**config.mk**
```make
export PLATFORM = sky130hd
export DESIGN_NAME = comparator_8bit
export DESIGN_NICKNAME = d
export VERILOG_FILES = /design/src/rtl/comparator_pkg.sv /design/src/rtl/comparator_cell.sv /design/src/rtl/comparator_8bit.sv
export SDC_FILE = /design/constraint.sdc
export NUM_CORES = 1
export LEC_CHECK = 0
export ABC_AREA = 1
export CORE_UTILIZATION = 47
export DETAILED_ROUTE_END_ITERATION = 6
export PLACE_DENSITY = 0.83
export SYNTH_ARGS = -nofsm -noshare
export SYNTH_HDL_FRONTEND = slang
export SYNTH_HIERARCHICAL = 1
export SYNTH_SLANG_ARGS = --single-unit
```
**constraint.sdc**
```tcl
create_clock -name clk -period 1.8 [get_ports clk]
set_clock_uncertainty 0.2 [all_clocks]
set_input_delay 0.54 -clock clk [delete_from_list [all_inputs] [get_ports clk]]
set_output_delay 0.54 -clock clk [all_outputs]
set_load 0.005 [all_outputs]
```
**src/rtl/comparator_pkg.sv**
```systemverilog
// Purpose: shared constants and the group-compare helper for the dual-structure comparator.
// Latency: n/a (types, constants and a pure function only).
// Backpressure: n/a.
package comparator_pkg;

   localparam int DEF_WIDTH = 8;
   localparam int GRP_W     = 4;

   // Group compare built from per-bit equal/greater terms: a bit position wins
   // "greater" when it is greater and every more significant bit is equal.
   // Returns {eq, gt}.
   function automatic logic [1:0] grp_cmp(input logic [GRP_W-1:0] ga,
                                          input logic [GRP_W-1:0] gb);
      logic [GRP_W-1:0] e;
      logic [GRP_W-1:0] g;
      logic             pre;
      logic             geq;
      logic             ggt;
      e   = ~(ga ^ gb);
      g   = ga & ~gb;
      geq = &e;
      ggt = 1'b0;
      for (int i = 0; i < GRP_W; i++) begin
         pre = 1'b1;
         for (int j = i + 1; j < GRP_W; j++) begin
            pre = pre & e[j];
         end
         ggt = ggt | (g[i] & pre);
      end
      return {geq, ggt};
   endfunction

endpackage

```
**src/rtl/comparator_cell.sv**
```systemverilog
// Purpose: one bit of the MSB-to-LSB ripple magnitude comparator.
// Latency: combinational.
// Backpressure: none.
module comparator_cell (
   input  logic eq_i,
   input  logic gt_i,
   input  logic a_i,
   input  logic b_i,
   output logic eq_o,
   output logic gt_o
);

   // Stay equal only while bits match; become greater at the first bit where a wins.
   assign eq_o = eq_i & ~(a_i ^ b_i);
   assign gt_o = gt_i | (eq_i & a_i & ~b_i);

endmodule

```
**src/rtl/comparator_8bit.sv**
```systemverilog
// Purpose: registered unsigned compare of a/b using a ripple and a tree structure, flagging disagreement.
// Latency: one cycle; outputs reflect a/b sampled at the previous rising clk edge.
// Backpressure: none; a new compare is accepted every cycle.
module comparator_8bit
   import comparator_pkg::*;
#(
   parameter int WIDTH = DEF_WIDTH
) (
   input  logic             clk,
   input  logic             rst_n,
   input  logic [WIDTH-1:0] a,
   input  logic [WIDTH-1:0] b,
   output logic             eq,
   output logic             gt,
   output logic             lt,
   output logic             mismatch
);

   // Ripple structure: chain index WIDTH is the seed, index 0 is the final result.
   logic [WIDTH:0] eq_chain;
   logic [WIDTH:0] gt_chain;

   assign eq_chain[WIDTH] = 1'b1;
   assign gt_chain[WIDTH] = 1'b0;

   for (genvar i = WIDTH - 1; i >= 0; i--) begin : g_cell
      comparator_cell u_cell (
         .eq_i (eq_chain[i+1]),
         .gt_i (gt_chain[i+1]),
         .a_i  (a[i]),
         .b_i  (b[i]),
         .eq_o (eq_chain[i]),
         .gt_o (gt_chain[i])
      );
   end

   logic eq1;
   logic gt1;
   assign eq1 = eq_chain[0];
   assign gt1 = gt_chain[0];

   // Tree structure: independent high and low group compares merged at the top.
   logic [1:0] hi_res;
   logic [1:0] lo_res;
   logic       eq2;
   logic       gt2;

   // Combine the two groups; the high group dominates unless it is equal.
   always_comb begin
      hi_res = grp_cmp(a[WIDTH-1 -: GRP_W], b[WIDTH-1 -: GRP_W]);
      lo_res = grp_cmp(a[GRP_W-1:0], b[GRP_W-1:0]);
      eq2    = hi_res[1] & lo_res[1];
      gt2    = hi_res[0] | (hi_res[1] & lo_res[0]);
   end

   logic eq_d, gt_d, lt_d, mm_d;
   logic eq_q, gt_q, lt_q, mm_q;

   // Next-state: primary result comes from the ripple chain; the tree only feeds the cross-check.
   always_comb begin
      eq_d = eq1;
      gt_d = gt1;
      lt_d = ~eq1 & ~gt1;
      mm_d = ({eq1, gt1} != {eq2, gt2});
   end

   // Output registers, cleared asynchronously while reset is held.
   always_ff @(posedge clk or negedge rst_n) begin
      if (!rst_n) begin
         eq_q <= 1'b0;
         gt_q <= 1'b0;
         lt_q <= 1'b0;
         mm_q <= 1'b0;
      end else begin
         eq_q <= eq_d;
         gt_q <= gt_d;
         lt_q <= lt_d;
         mm_q <= mm_d;
      end
   end

   assign eq       = eq_q;
   assign gt       = gt_q;
   assign lt       = lt_q;
   assign mismatch = mm_q;

endmodule

```
==> run metrics <==
run status complete, but fails checks; violations in the final reports setup timing; endpoint class of the critical path flip-flop; area grow syn2layout 67.3%; post-synth cell types 15; wire length of the first global-routing pass 2.84 mm; ratio of routed vias to standard cells approximately 4.9; Die Area 1490 µm²; row cnt 12; number of buffers on the longest clock path 2; CTS H-Tree Depth 1; number of diodes added for antenna fixing 0; number of max-slew violations in the final report 0; worst path arrival time 2480 ps; clock buffer count from CTS 3; number of remaining DRC errors 0; crit path launch type input pin; register clock-pin slew on the reported worst setup and hold paths approximately 30 ps; number of max-cap violations 0; simple-gate share of the synthesized area 0.431; die height roughly 39 µm; sequential area share after synthesis 0.159; total track usage 0.262; setup slack after layout -783 ps; first-iteration detailed-routing DRC count 21; number of port buffers 21; Antenna Violating Nets Remaining 0; cell count after synthesis 110; via count of the routed design 802; last weighted congestion value of the routability-driven placer 0.666; chain of cells forming the critical path clkdlybuf4s50_1, nand2_1, nand2_1, nor2_2, nand2_1, nor2_2, nand2_1, nor2_2, nand2_1, nor2_2, nand2_1, nor2_2, nand2_1, nor2_2, nand4_1, nand2_1, nand3_1; mean routed wirelength per cell 11.0 µm; final critical-path required period about 2600 ps; Post-Route Hold Slack 322 ps; layout filler cell count 59; register bit total from synthesis 4; area of the mapped netlist 631 µm²; number of global-route vias before repair approximately 760; mean post-synth cell area about 5.7 µm²; setup repair after global routing missed its margin true; highest fanout seen on the critical path 3; number of warnings printed during yosys synthesis 6; Worst VDD drop 0.222 mV; router iterations before antenna repair 4; clk sink count 4; count of pins on the block boundary 22; class of the worst hold path input pin to async pin; post-route setup TNS -2790 ps; clock tree from TritonCTS yes; Worst path most repeated cell nand2_1; most common library cell in the layout ignoring fill and taps nand2_1; P_leak between 0.5 and 0.6 nW; Setup CP Type input pin to flip-flop; residual overflow from global routing 0; CTS Hold Buffers Added 0; total power about 0.00041 W; combinational family with the most area after synthesis simple AND/OR/NAND/NOR gates; post-route fraction of the period consumed by the critical path 1.44; dpl hpwl 1.25 mm; required time at the endpoint of the critical path 1700 ps; antenna violations before repair 0; DRT Wirelength about 1.8 mm; placeable core area 1170 µm²; portion of netlist area occupied by mux cells 0; starting density of the core 0.538; cell at the slowest stage of the critical path clkdlybuf4s50_1; cell at the root of the clock tree clkbuf_4; top library cells by usage in the layout, fill and taps aside nand2_1 (33), inv_1 (18), buf_4 (16); share of final-layout standard cells stronger than drive strength 1 0.265; xor and xnor area share after synthesis 0; width of the die around 39 µm; compound-gate portion of the synthesized area 0.103; area share of fa/ha/maj cells after synthesis 0.159; Finish-stage setup viols 4; maximum number of pins on one net before global-route repair 5; PD cells around 390 nW/µm²; maximum clock frequency roughly 390 MHz; hold violation total from the final report 0; delay of the slowest cell on the worst path roughly 450 ps; final net count 179
==> Yosys cell counts, drive strengths merged <==
library cell	count	area, µm²
conb	2	7.51
clkinv	1	3.75
dfrtp	4	100
nand4	1	6.26
o21bai	8	60.1
inv	22	82.6
nand2	35	134
ha	8	100
nand3	5	30.0
a21oi	1	5.00
nor2	23	101
==> timing repair <==
| action | 4_1_cts | 5_1_grt |
|---|---|---|
| pin swaps | 21 | 15 |
| endpoints found under the setup margin | 4 | 6 |
| gates cloned | 0 | 0 |
| setup buffers | 3 | 2 |
| gates resized for setup | 23 | 8 |
==> registers in the layout, summed over array words and instances (netlist names) <==
name      count
lt            1
mismatch      1
eq            1
gt            1
==> metal layers <==
layer  track usage  vias to the layer above  share of wire
met5             0                        -              0
met4        0.0172                        0         0.0088
met3        0.0289                        2          0.033
met2         0.571                       25           0.56
met1         0.261                      362           0.40
li1              -                      413              -
==> cells by family after synthesis <==
family,after synthesis
other,2
adder cells (fa/ha/maj),8
buffers and inverters,23
flip-flops,4
AO/OA/AOI/OAI,9
AND/OR/NAND/NOR,64
==> area by class of cell <==
cell class / instances / area, µm² / area share
tap: 14 / 17.5 / 0.0166
sequential: 4 / 100 / 0.0949
inverter: 23 / 93.8 / 0.0890
timing repair buffer: 37 / 344 / 0.326
clock buffer: 3 / 22.5 / 0.0214
multi-input combinational: 84 / 477 / 0.452
==> worst paths after layout <==
check,from,to,slack (ps),cells after the start
setup / recovery,a[5],mismatch,-780,17
hold / removal,rst_n,eq,320,1
max in group asynchronous,rst_n,mismatch,910,1
min in group clk,a[7],mismatch,680,8
==> critical path, delay by kind of cell <==
family,cells,cell delay [ps]
buf+inv,1,450
simple gates,16,1490
==> report_power, final <==
| part | switching (W) | total (W) | leakage, nW | internal [W] |
|---|---|---|---|---|
| Clock | 0.0000268 | 0.000101 | 0.0138 | 0.0000739 |
| Combinational | 0.0000954 | 0.000207 | 0.522 | 0.000112 |
| Sequential | 0.00000210 | 0.000101 | 0.0491 | 0.0000986 |
==> stage by stage <==
step                      cell area, µm²   util  std cells  setup slack (ps)
after global routing                1050  0.901        165             -1010
final                               1050  0.901        165              -783
after detailed placement             957  0.817        157             -1660
after CTS                           1020  0.875        163              -848
after floorplan                      647      -        111              -664
after global placement               957  0.817        157             -1490
Power figures use the tool's default switching activity.
